## config.mk

```make
export PLATFORM = sky130hd
export DESIGN_NAME = mem_port_arbiter
export DESIGN_NICKNAME = d
export VERILOG_FILES = /design/src/rtl/mem_port_arbiter.sv
export SDC_FILE = /design/constraint.sdc
export NUM_CORES = 1
export LEC_CHECK = 0
export BUFFER_PORTS_ARGS = -buffer_cell sky130_fd_sc_hd__buf_4
export CAP_MARGIN = 20
export CORE_AREA = 2 2 107 109
export CTS_CLUSTER_SIZE = 20
export DETAILED_ROUTE_END_ITERATION = 12
export DIE_AREA = 0 0 109 111
export GPL_TIMING_DRIVEN = 0
export HOLD_SLACK_MARGIN = 0.06
export PLACE_DENSITY = 0.53
export SLEW_MARGIN = 20
export SYNTH_ARGS = -nofsm -noshare
export SYNTH_HDL_FRONTEND = slang
export SYNTH_SLANG_ARGS = --single-unit
```

## constraint.sdc

```tcl
create_clock -name clk_i -period 2.4 [get_ports clk_i]
set_clock_uncertainty 0.05 [all_clocks]
set_input_delay 0.36 -clock clk_i [delete_from_list [all_inputs] [get_ports clk_i]]
set_output_delay 0.36 -clock clk_i [all_outputs]
set_load 0.01 [all_outputs]
```

## src/rtl/mem_port_arbiter.sv

```systemverilog
// Arbitrates fetch and data requests onto one single-ported memory, tracking in-flight tags in order.
// Define MEM_ARB_PERF_CNT_EN to add the conflict / killed-response performance counters.
module mem_port_arbiter #(
   parameter int ADDR_W          = 32,
   parameter int DATA_W          = 32,
   parameter int MAX_OUTSTANDING = 2,
   parameter int STARVE_LIMIT    = 4
) (
   input  logic                clk_i,
   input  logic                rstn_i,
   input  logic                if_req_i,
   input  logic [ADDR_W-1:0]   if_addr_i,
   output logic                if_gnt_o,
   output logic                if_rvalid_o,
   output logic [DATA_W-1:0]   if_rdata_o,
   input  logic                dm_req_i,
   input  logic                dm_we_i,
   input  logic [DATA_W/8-1:0] dm_be_i,
   input  logic [ADDR_W-1:0]   dm_addr_i,
   input  logic [DATA_W-1:0]   dm_wdata_i,
   output logic                dm_gnt_o,
   output logic                dm_rvalid_o,
   output logic [DATA_W-1:0]   dm_rdata_o,
   output logic                mem_req_o,
   output logic                mem_we_o,
   output logic [DATA_W/8-1:0] mem_be_o,
   output logic [ADDR_W-1:0]   mem_addr_o,
   output logic [DATA_W-1:0]   mem_wdata_o,
   input  logic                mem_gnt_i,
   input  logic                mem_rvalid_i,
   input  logic [DATA_W-1:0]   mem_rdata_i,
   input  logic                flush_i,
   output logic                err_o
`ifdef MEM_ARB_PERF_CNT_EN
   ,
   output logic [31:0]         perf_conflict_o,
   output logic [31:0]         perf_killed_o
`endif
);

   localparam int DEPTH = MAX_OUTSTANDING;
   localparam int PTR_W = (DEPTH > 1) ? $clog2(DEPTH) : 1;
   localparam int CNT_W = $clog2(DEPTH + 1);
   localparam int STV_W = $clog2(STARVE_LIMIT + 1);
   localparam int BE_W  = DATA_W / 8;

   logic [DEPTH-1:0] valid_reg, valid_next;
   logic [DEPTH-1:0] src_reg, src_next;
   logic [DEPTH-1:0] killed_reg, killed_next;
   logic [PTR_W-1:0] wr_ptr_reg, wr_ptr_next;
   logic [PTR_W-1:0] rd_ptr_reg, rd_ptr_next;
   logic [CNT_W-1:0] count_reg, count_next;
   logic [STV_W-1:0] starve_reg, starve_next;
   logic             err_reg;

   logic full, sel_if, sel_dm, accept;
   logic head_valid, head_src, head_killed, pop, stray;

   function automatic logic [PTR_W-1:0] ptr_inc(input logic [PTR_W-1:0] p);
      return (p == PTR_W'(DEPTH - 1)) ? '0 : p + PTR_W'(1);
   endfunction

   // Outputs are held at zero while reset is asserted, even with requests pending.
   assign full   = (count_reg == CNT_W'(DEPTH));
   assign sel_if = rstn_i & ~full & if_req_i & (~dm_req_i | (starve_reg == STV_W'(STARVE_LIMIT)));
   assign sel_dm = rstn_i & ~full & dm_req_i & ~sel_if;
   assign accept = (sel_if | sel_dm) & mem_gnt_i;

   assign mem_req_o   = sel_if | sel_dm;
   assign mem_we_o    = sel_dm & dm_we_i;
   assign mem_be_o    = sel_dm ? dm_be_i : {BE_W{sel_if}};
   assign mem_addr_o  = sel_dm ? dm_addr_i : (sel_if ? if_addr_i : '0);
   assign mem_wdata_o = sel_dm ? dm_wdata_i : '0;
   assign if_gnt_o    = sel_if & mem_gnt_i;
   assign dm_gnt_o    = sel_dm & mem_gnt_i;

   // A flush in the same cycle as a fetch response suppresses that response too.
   assign head_valid  = valid_reg[rd_ptr_reg];
   assign head_src    = src_reg[rd_ptr_reg];
   assign head_killed = killed_reg[rd_ptr_reg] | flush_i;
   assign pop         = rstn_i & mem_rvalid_i & head_valid;
   assign stray       = mem_rvalid_i & ~head_valid;

   assign if_rvalid_o = pop & ~head_src & ~head_killed;
   assign dm_rvalid_o = pop & head_src;
   assign if_rdata_o  = if_rvalid_o ? mem_rdata_i : '0;
   assign dm_rdata_o  = dm_rvalid_o ? mem_rdata_i : '0;
   assign err_o       = err_reg;

   genvar gi;
   generate
      for (gi = 0; gi < DEPTH; gi++) begin : g_tag
         logic push_here, pop_here;
         assign push_here       = accept & (wr_ptr_reg == PTR_W'(gi));
         assign pop_here        = pop & (rd_ptr_reg == PTR_W'(gi));
         assign valid_next[gi]  = push_here | (valid_reg[gi] & ~pop_here);
         assign src_next[gi]    = push_here ? sel_dm : src_reg[gi];
         assign killed_next[gi] = push_here ? (sel_if & flush_i)
                                            : (killed_reg[gi] | (flush_i & valid_reg[gi] & ~src_reg[gi]));
      end
   endgenerate

   assign wr_ptr_next = accept ? ptr_inc(wr_ptr_reg) : wr_ptr_reg;
   assign rd_ptr_next = pop ? ptr_inc(rd_ptr_reg) : rd_ptr_reg;

   always_comb begin
      count_next = count_reg;
      if (accept && !pop) begin
         count_next = count_reg + CNT_W'(1);
      end else if (!accept && pop) begin
         count_next = count_reg - CNT_W'(1);
      end
   end

   always_comb begin
      starve_next = starve_reg;
      if (!if_req_i || if_gnt_o) begin
         starve_next = '0;
      end else if (dm_req_i && dm_gnt_o && (starve_reg != STV_W'(STARVE_LIMIT))) begin
         starve_next = starve_reg + STV_W'(1);
      end
   end

   always_ff @(posedge clk_i or negedge rstn_i) begin
      if (!rstn_i) begin
         valid_reg  <= '0;
         src_reg    <= '0;
         killed_reg <= '0;
         wr_ptr_reg <= '0;
         rd_ptr_reg <= '0;
         count_reg  <= '0;
         starve_reg <= '0;
         err_reg    <= 1'b0;
      end else begin
         valid_reg  <= valid_next;
         src_reg    <= src_next;
         killed_reg <= killed_next;
         wr_ptr_reg <= wr_ptr_next;
         rd_ptr_reg <= rd_ptr_next;
         count_reg  <= count_next;
         starve_reg <= starve_next;
         err_reg    <= err_reg | stray;
      end
   end

`ifdef MEM_ARB_PERF_CNT_EN
   logic [31:0] perf_conflict_reg, perf_killed_reg;

   always_ff @(posedge clk_i or negedge rstn_i) begin
      if (!rstn_i) begin
         perf_conflict_reg <= '0;
         perf_killed_reg   <= '0;
      end else begin
         if (if_req_i && dm_req_i) begin
            perf_conflict_reg <= perf_conflict_reg + 32'd1;
         end
         if (pop && !head_src && head_killed) begin
            perf_killed_reg <= perf_killed_reg + 32'd1;
         end
      end
   end

   assign perf_conflict_o = perf_conflict_reg;
   assign perf_killed_o   = perf_killed_reg;
`endif

endmodule

```

---- After elaboration in Yosys (flattened, before gate mapping) ----
Cells that the tools add are included.
operators by class
  multiplexer cells ....................... 20
  $lt $le $gt $ge ......................... 1
  reductions and logical operators ........ 10
  $add $sub $neg .......................... 5
  bitwise gates (word level) .............. 46
  equality and inequality tests ........... 3
operators with widths
  cell                                                                           count
  32-bit 2-to-1 mux                                                              5
  1-bit bitwise AND                                                              26
  1-bit inverter                                                                 12
  1-bit 2-to-1 mux                                                               10
  1-bit bitwise OR                                                               8
  3-bit 2-to-1 mux                                                               2
  1-bit logical AND                                                              4
  2-bit 2-to-1 mux                                                               2
  4-bit 2-to-1 mux                                                               1
  2-bit nonzero test                                                             2
  3-bit by 1-bit adder with 3-bit output (second input constant)                 1
  3-bit equality test (second input constant)                                    1
  1-bit zero test                                                                3
  3-bit inequality test (second input constant)                                  1
  1-bit adder (second input constant)                                            2
  2-bit by 1-bit adder with 2-bit output (second input constant)                 1
  2-bit equality test (second input constant)                                    1
  1-bit by 2-bit less-than comparator with 1-bit output (second input constant)  1
  2-bit by 1-bit subtractor with 2-bit output (second input constant)            1
  1-bit logical OR                                                               1
storage, ports and cells
  flip-flop bits (word level) ............. 14
  output and inout port bits .............. 139

---- Logic depth before layout (Yosys ltp) ----
Gate-level depths: netlist (run 1).
  depth in word-level cells ............... 13
  mapped depth ............................ 8

---- Worst setup path before layout (run 1) ----
Ideal clock, no wire load.
  path kind ............................... register to output
  start ................................... reg starve_reg[0]
  end ..................................... out mem_addr_o[27]
  stages on the path, launching flop included .. 8
  path slack .............................. 0.442 ns
  required time ........................... 1.990 ns
  arrival time ............................ 1.548 ns
  cell sequence ........................... dfrtp_1 inv_1 ha_1 a21boi_2 and4b_1 buf_4 buf_4 a22o_1
between the ends
  cells in the longest elaborated chain, start to end .. 6
  elaborated cells between the ends (all ways) .. 7
  those cells by class .................... 1 x eq/ne; 2 x mux; 4 x bitwise
RTL lines
  item                    RTL line  source
  start, declared         53        logic [STV_W-1:0] starve_reg, starve_next;
  start signal, assigned  141       starve_reg <= starve_next;
  3-bit equality test *   65        assign sel_if = rstn_i & ~full & if_req_i & (~dm_req_i | (starve_reg == STV_W'(STARVE_LIMIT)));
  1-bit bitwise OR *      65
  1-bit bitwise AND *     65
  1-bit inverter          66        assign sel_dm = rstn_i & ~full & dm_req_i & ~sel_if;
  1-bit bitwise AND       66
  32-bit 2-to-1 mux *     72        assign mem_addr_o = sel_dm ? dm_addr_i : (sel_if ? if_addr_i : '0);
  end, declared           27        output logic [ADDR_W-1:0] mem_addr_o,
Every way passes the cells marked *; elsewhere a longest branch is shown, timed or not.

---- Worst setup path in the final report (run 1) ----
  start ................................... reg starve_reg[1]
  end ..................................... out mem_addr_o[30]
The elaborated chain is that of the path after synthesis.

==> flow_summary.ini, run 1 <==
[sta]
layout_worst_path_cycle_share_pct = 95.9
worst-slew-pin-transition_ns = 0.675
rsz0062_at_grt = false
hold_violation_count_in_the_final_report = 0
slew_headroom_pct = 54.9
setup_viol = 0
timing_max_transition_violations_final = 0
max_freq_mhz = 435
setup_tns_ns = 0
min_hold_slack_ns = 0.345
finalWorstPathRequiredPeriod_ns = 2.30

[clock_network]
root_buffer = clkbuf_16
cts-root-to-sink-buffers = 2
cts.htree.levels = 1
cts.reportedPaths.clkPinSlew_ns = 0.05
clock_latency_ns = 0.25
tritoncts.num_buffers = 3
tritoncts = done
number_of_clock_sinks = 14

[logic_synthesis]
count_of_flip_flops_with_a_built_in_enable_after_synthesis = 0
synth_cells = 235
mappedNetlistNets = 378
ys_warn_count = 0
synth-async-reset-ratio_pct = 100
mappedNetlistArea_sq_um = 1900
yosysSeqAreaShare_pct = 18.4
synthesis.area_per_instance_sq_um = 8.09
synth-seq-cells = 14
ys_types = 42
synth_top_flop_cell = dfrtp_1

[cells_and_area]
final_layout_size_suffix_gt1_share_pct = 60.9
syn2layout_area_growth_pct = 129
final_net_count = 666
fin_cells = 665
most_frequent_cells_in_the_layout = buf_4 (282), and2_1 (67), and3_1 (35)
antennaDiodeCount = 0
flip_flop_count_of_the_largest_register_after_layout = 3
layout.cells.most_common = buf_4

[floorplan]
dieHeight_um = 111
die_w_um = 109
io-pin-count = 279
dieArea_sq_um = 12100
core.rowCount = 39
fp.coreArea_sq_um = 11100
starting_utilization_of_the_core_area_pct = 17.2

[outcome]
outcome = finished clean

[pwr]
peakVddDrop_v = 0.000171
cellLeakagePower_nw = 2.50
power_per_cell_area_nw_per_um2 = 449
total_power_mw = 1.95

[detailed_routing]
detail_route.wirelength_mm = 9.74
dr_vias_cell = 4.30
drt.antenna.violating_nets = 0
via_count = 2860
1st_pass_router_iterations = 4
drc = 0
wl_per_cell_um = 14.7
drt_iter0_markers = 106

[place]
number_of_input_and_output_port_buffers_inserted = 278
routabilityCongestion = 0.811
dp.final_hpwl_mm = 8.43
numPlacedInstances = 656

[critical_path]
critical_path.max_fanout = 10
critPathBufInv = 4
critPathLaunchType = register
crit_arrival_ns = 1.89
critPathSlowestCell = dfrtp_1
worst_path_most_repeated_cell = buf_4
worstSetupPathType = register to output pin
worst_path_dominant_cell_family = buffers and inverters
path_cells = inv_1, ha_4, nand3_4, and2_1, buf_4, buf_6, a22o_1, buf_4
required_time_of_the_critical_path_ns = 1.99
critical_path.max_stage_delay_ns = 0.38
worst_setup_path_end_kind = output pin

[grt]
antenna_found_initial = 0
grt.total_usage_pct = 14.7
grt_overflow_total = 0
vias_in_the_first_global_route = 2805
global_route_wire_length_before_repair_mm = 14.1
pin_count_of_the_biggest_net_entering_global_routing = 15

[flow_run]
drv.max_cap_violation_count = 0

[hold_path]
hold_class = primary input to register
kinds of logic after synthesis:
group | Yosys count | synth area share, %
flip-flops | 14 | 18.4
XOR/XNOR | 4 | 1.84
AO/OA/AOI/OAI | 50 | 21.9
multiplexers | 5 | 3.03
buffers and inverters | 27 | 8.95
AND/OR/NAND/NOR | 132 | 43.9
adder cells (fa/ha/maj) | 3 | 1.97
final cells by class:
type	instances	area (sq um)
fill	1165	6730
timing repair buffer	283	2140
multi-input combinational	194	1410
sequential	14	350
tap	143	179
buffer	23	171
clock buffer	4	88.8
inverter	4	15.0
synthesized netlist by cell type (3+ instances only):
cell,number,area [sq um]
a21o_1,4,30.0
a22o_1,32,280
and2_1,67,419
and3_1,35,219
buf_2,7,35.0
buf_6,7,78.8
clkbuf_1,7,26.3
dfrtp_1,14,350
ha_1,3,37.5
inv_1,4,15.0
nand2_1,7,26.3
nand3_1,4,20.0
nand4_1,3,18.8
nor2_1,5,18.8
o21ai_0,3,15.0
where the power goes:
part	leakage [nW]	switching, mW	total, mW	internal, mW
logic	2.29	0.516	1.20	0.681
registers	0.169	0.0797	0.400	0.320
clock network	0.0442	0.103	0.356	0.253
per-stage QoR:
stage	util (%)	worst slack (ns)	instance area [sq um]
after floorplan	-	0.442	1900
after global placement	37.6	0.0619	4170
after detailed placement	37.6	0.0542	4170
after CTS	38.9	0.00818	4310
after global routing	39.3	0.0139	4350
final	39.3	0.0993	4350
final timing paths:
kind                       slack (ns)  cells after the start     startpoint        endpoint
setup / recovery                  0.1                      8  starve_reg[1]  mem_addr_o[30]
hold / removal                   0.34                      2   mem_rvalid_i      rd_ptr_reg
setup reg to reg                 0.73                      7   count_reg[0]    count_reg[1]
hold reg to reg                  0.43                      1          err_o           err_o
max in group asynchronous        1.19                      2         rstn_i      src_reg[0]
min in group asynchronous        0.68                      2         rstn_i           err_o
metal layers:
layer / global-route usage [%] / wire length (um) / vias to the layer above
li1: - / - / 1409
met1: 14.9 / 3430 / 1271
met2: 29.1 / 5120 / 170
met3: 3.70 / 1090 / 10
met4: 3.08 / 106 / 0
met5: 0 / 0 / -
timing repair:
action                                 4_1_cts  5_1_grt
setup buffers                                1        3
endpoints found under the hold margin       14        0
pin swaps                                    2        1
setup endpoints to repair                   37       29
hold buffers                                 1        0
resized for setup                           10        2
No activity file was read; power rests on OpenSTA's default activity.
==> run 2: changes to the inputs <==
--- a/config.mk
+++ b/config.mk
@@ -11,7 +11,6 @@
 export CTS_CLUSTER_SIZE = 20
 export DETAILED_ROUTE_END_ITERATION = 12
 export DIE_AREA = 0 0 109 111
-export GPL_TIMING_DRIVEN = 0
 export HOLD_SLACK_MARGIN = 0.06
 export PLACE_DENSITY = 0.53
 export SLEW_MARGIN = 20
==> flow_summary.ini, run 2 (same netlist as run 1, synthesis figures left out) <==
[floorplan]
dieHeight_um = 111
die_w_um = 109
dieArea_sq_um = 12100
fp.coreArea_sq_um = 11100
io-pin-count = 279
starting_utilization_of_the_core_area_pct = 17.2
core.rowCount = 39

[clock_network]
cts.htree.levels = 1
clock_latency_ns = 0.25
cts_hold_buffers = 0
tritoncts = done
cts.reportedPaths.clkPinSlew_ns = 0.05
root_buffer = clkbuf_16
number_of_clock_sinks = 14
cts-root-to-sink-buffers = 2
tritoncts.num_buffers = 3

[pwr]
cellLeakagePower_nw = 2.42
power_per_cell_area_nw_per_um2 = 453
peakVddDrop_v = 0.000282

[detailed_routing]
drt_iter0_markers = 109
drt.antenna.violating_nets = 0
wl_per_cell_um = 14.1
detail_route.wirelength_mm = 9.12
via_count = 2783
drc = 0
1st_pass_router_iterations = 4
dr_vias_cell = 4.30

[critical_path]
critPathLaunchType = register
required_time_of_the_critical_path_ns = 1.99
crit_arrival_ns = 1.88
critical_path.max_fanout = 38
critical_path.max_stage_delay_ns = 0.36
worstSetupPathType = register to output pin
path_cells = inv_1, ha_2, a21boi_2, and4b_1, buf_12, a22o_1, buf_4
critPathSlowestCell = dfrtp_1
worst_setup_path_end_kind = output pin

[grt]
pin_count_of_the_biggest_net_entering_global_routing = 41
grt.total_usage_pct = 13.6
antenna_found_initial = 0
grt_overflow_total = 0
global_route_wire_length_before_repair_mm = 13.1
vias_in_the_first_global_route = 2530

[cells_and_area]
most_frequent_cells_in_the_layout = buf_4 (286), and2_1 (67), and3_1 (35)
final_layout_size_suffix_gt1_share_pct = 60.1
fill_cells = 1154
layout.area.seq_sq_um = 350
final_util_pct = 37.9
syn2layout_area_growth_pct = 121
layout.cells.most_common = buf_4
antennaDiodeCount = 0
flip_flop_count_of_the_largest_register_after_layout = 3
multi_input_comb_area_sq_um = 1390
final_net_count = 648

[sta]
slew_headroom_pct = 64.4
finalWorstPathRequiredPeriod_ns = 2.29
rsz0062_at_grt = false
setup_tns_ns = 0
max_freq_mhz = 437
worst-slew-pin-transition_ns = 0.533
hold_violation_count_in_the_final_report = 0
setup_viol = 0
timing_max_transition_violations_final = 0
layout_worst_path_cycle_share_pct = 95.4

[place]
number_of_input_and_output_port_buffers_inserted = 278
routabilityCongestion = 0.862
dp.final_hpwl_mm = 7.60

[outcome]
outcome = finished clean

[flow_run]
drv.max_cap_violation_count = 0

[hold_path]
hold_class = primary input to asynchronous set/reset pin
[run 2: critical path: cells and delay by family, from the launching register on]
kind / cells / cell delay (ns)
buffers and inverters: 3 / 0.39
adder cells (fa/ha/maj): 1 / 0.20
AO/OA/AOI/OAI: 2 / 0.41
AND/OR/NAND/NOR: 1 / 0.25
flip-flops: 1 / 0.36
[run 2: repair_timing]
item                       4_1_cts  5_1_grt
pin swaps                        0        1
setup endpoints to repair       34       35
buffers inserted                 0        1
resized for setup                2        4
[run 2: path summary, 6_finish.rpt]
kind / start / endpoint / slack, ns / depth (start not counted)
worst max register to register: starve_reg[0] / killed_reg[0] / 0.65 / 7
worst max-delay path: starve_reg[0] / mem_addr_o[0] / 0.11 / 7
max in group asynchronous: rstn_i / valid_reg[1] / 1.99 / 2
worst min-delay path: rstn_i / count_reg[1] / 0.1 / 2
worst min register to register: err_o / err_o / 0.43 / 1
min in group clk_i: mem_rvalid_i / rd_ptr_reg / 0.34 / 2
[run 2: final cells by class]
type / count / area share (%)
well taps: 143 / 4.26
flip-flops and latches: 14 / 8.34
clock buffers: 4 / 2.11
multi-input cells: 194 / 33.1
repair buffers: 288 / 51.9
inverters: 4 / 0.357
[run 2: metal layers]
layer / vias up / global-route usage [%] / wire length, um
li1: 1374 / - / -
met1: 1234 / 15.1 / 3320
met2: 170 / 25.7 / 4700
met3: 5 / 3.53 / 1040
met4: 0 / 2.05 / 54
met5: - / 0 / 0
[run 2: report_power, final]
part	switching (mW)	total (mW)	internal, mW
combinational	0.500	1.15	0.645
sequential	0.0796	0.400	0.320
clock	0.103	0.356	0.253
total	0.683	1.90	1.22
[run 2: through the flow]
stage	area, sq um	hold slack (ns)	cells	power [mW]	setup WS (ns)
floorplan	1900	0.0144	235	1.00	0.442
global placement	4080	0.358	642	1.53	0.251
detailed placement	4080	0.368	642	1.54	0.179
CTS	4180	0.102	646	1.92	0.0422
global route	4200	0.116	647	2.03	0.00851
finish	4200	0.0963	647	1.90	0.112
==> run 3: changes to the inputs <==
--- a/config.mk
+++ b/config.mk
@@ -13,6 +13,7 @@
 export DIE_AREA = 0 0 109 111
 export HOLD_SLACK_MARGIN = 0.06
 export PLACE_DENSITY = 0.53
+export SETUP_SLACK_MARGIN = 0.2
 export SLEW_MARGIN = 20
 export SYNTH_ARGS = -nofsm -noshare
 export SYNTH_HDL_FRONTEND = slang
==> flow_summary.ini, run 3 (same netlist as run 1, synthesis figures left out) <==
[outcome]
outcome = finished clean

[cells_and_area]
most_frequent_cells_in_the_layout = buf_4 (279), and2_1 (66), and3_1 (35)
antennaDiodeCount = 0
final_net_count = 664
flip_flop_count_of_the_largest_register_after_layout = 3
syn2layout_area_growth_pct = 137
layout.cell_area.non_filler_sq_um = 4510
final_layout_size_suffix_gt1_share_pct = 62.7
layout.cells.most_common = buf_4
final_util_pct = 40.7

[pwr]
cellLeakagePower_nw = 2.54
peakVddDrop_v = 0.000290
p_int_mw = 1.31
power.switching_mw = 0.736
clock_power_share_pct = 17.4
power_frac_comb_pct = 62.8
power_per_cell_area_nw_per_um2 = 452
pwr-share-seq_pct = 19.8
switching_share_of_total_power_pct = 36.1

[place]
routabilityCongestion = 0.862
dp.final_hpwl_mm = 7.60
number_of_input_and_output_port_buffers_inserted = 278
detailed_place.area_sq_um = 4080

[sta]
min_hold_slack_ns = 0.107
layout_worst_path_cycle_share_pct = 95.7
finalWorstPathRequiredPeriod_ns = 2.30
slew_headroom_pct = 61.6
setup_viol = 0
max_freq_mhz = 435
worst-slew-pin-transition_ns = 0.575
timing_max_transition_violations_final = 0
setup_tns_ns = 0
rsz0062_at_grt = true
hold_violation_count_in_the_final_report = 0

[critical_path]
rr_worst_depth = 9
critPathLaunchType = register
critical_path.max_fanout = 5
crit_arrival_ns = 1.89
timing.rr.end = killed_reg[0]
critPathSlowestCell = dfrtp_1
worstSetupEndpoint = mem_addr_o[0]
critical_path.max_stage_delay_ns = 0.38
worst_r2r_startpoint = starve_reg[0]
worst_setup_path_end_kind = output pin
path_cells = inv_2, ha_4, a21boi_2, and4b_4, buf_6, buf_12, a22o_1, buf_4
timing.critical_path.from = starve_reg[0]
reg2reg_setup_slack_ns = 0.47
worstSetupPathType = register to output pin
required_time_of_the_critical_path_ns = 1.99

[detailed_routing]
met2_length_mm = 5.36
maxUsedRoutingLayer = met4
drt.antenna.violating_nets = 0
wl_met1_mm = 3.76
wl_per_cell_um = 15.4
1st_pass_router_iterations = 4
wire_length_on_met3_mm = 1.05
detail_route.wirelength_mm = 10.2
drc = 0
drt_iter0_markers = 120
dr_vias_cell = 4.33
via_count = 2874

[clock_network]
cts_hold_buffers = 0
cts-root-to-sink-buffers = 2
tritoncts = done
root_buffer = clkbuf_16
tritoncts.num_buffers = 3
cts.htree.levels = 1
clock_latency_ns = 0.25
cts.reportedPaths.clkPinSlew_ns = 0.05
number_of_clock_sinks = 14

[floorplan]
die_w_um = 109
io-pin-count = 279
fp.coreArea_sq_um = 11100
starting_utilization_of_the_core_area_pct = 17.2
dieHeight_um = 111
dieArea_sq_um = 12100
core.rowCount = 39

[grt]
vias_in_the_first_global_route = 2544
grt.total_usage_pct = 13.6
grt_overflow_total = 0
antenna_found_initial = 0
global_route_wire_length_before_repair_mm = 13.1
pin_count_of_the_biggest_net_entering_global_routing = 41

[hold_path]
hold_class = primary input to asynchronous set/reset pin

[flow_run]
drv.max_cap_violation_count = 0
-- run 3: changes by cell type in the layout (fill, tap and decap cells not counted), moves of 2 or more --
cell / delta
clkbuf_16: +3
buf_12: +4
inv_2: +2
buf_4: -7
buf_6: +15
inv_1: -2
-- run 3: how the worst min path moves through the flow --
stage / slack [ns] / start / depth (start not counted) / endpoint
CTS: 0.10 / rstn_i / 2 / count_reg[0]
global route: 0.12 / rstn_i / 2 / count_reg[1]
floorplan: 0.01 / rstn_i / 0 / count_reg[0]
global placement: 0.36 / rstn_i / 2 / err_o
detailed placement: 0.37 / rstn_i / 2 / count_reg[1]
finish: 0.11 / rstn_i / 2 / count_reg[1]
-- run 3: layout make-up --
| type | instances | area (sq um) |
|---|---|---|
| Inverter | 4 | 15.0 |
| Fill cell | 1140 | 6570 |
| Multi-Input combinational cell | 195 | 1430 |
| Timing Repair Buffer | 303 | 2450 |
| Sequential cell | 14 | 350 |
| Tap cell | 143 | 179 |
| Clock buffer | 4 | 88.8 |
-- run 3: power by group through the flow --
stage	Sequential, mW	Combinational [mW]	Clock [mW]
after global routing	0.417	1.38	0.376
final	0.404	1.28	0.355
after floorplan	0.380	0.620	0
after CTS	0.401	1.17	0.366
after detailed placement	0.405	1.14	0
after global placement	0.399	1.13	0
-- run 3: per-stage QoR --
step	total power, mW	cells	setup slack (ns)
after detailed placement	1.54	642	0.179
after floorplan	1.00	235	0.442
after CTS	1.94	647	0.145
final	2.04	663	0.102
after global routing	2.17	663	0.0509
after global placement	1.53	642	0.251
-- run 3: timing repair --
action                                  4_1_cts  5_1_grt
pin swaps                                     1        5
endpoints found under the setup margin      102      101
gates cloned                                  0        5
gates resized for setup                      13       25
setup buffers                                 1       11
-- run 3: critical path, delay by kind of cell (launching register included) --
family / cells / cell delay, ns
AND/OR/NAND/NOR: 1 / 0.25
buffers and inverters: 4 / 0.47
flip-flops: 1 / 0.38
adder cells (fa/ha/maj): 1 / 0.16
AO/OA/AOI/OAI: 2 / 0.36
-- run 3: layer usage --
| layer | up-vias | GRT usage, % |
|---|---|---|
| met2 | 166 | 25.8 |
| li1 | 1406 | - |
| met3 | 2 | 3.64 |
| met1 | 1300 | 15.1 |
| met5 | - | 0 |
| met4 | 0 | 2.05 |
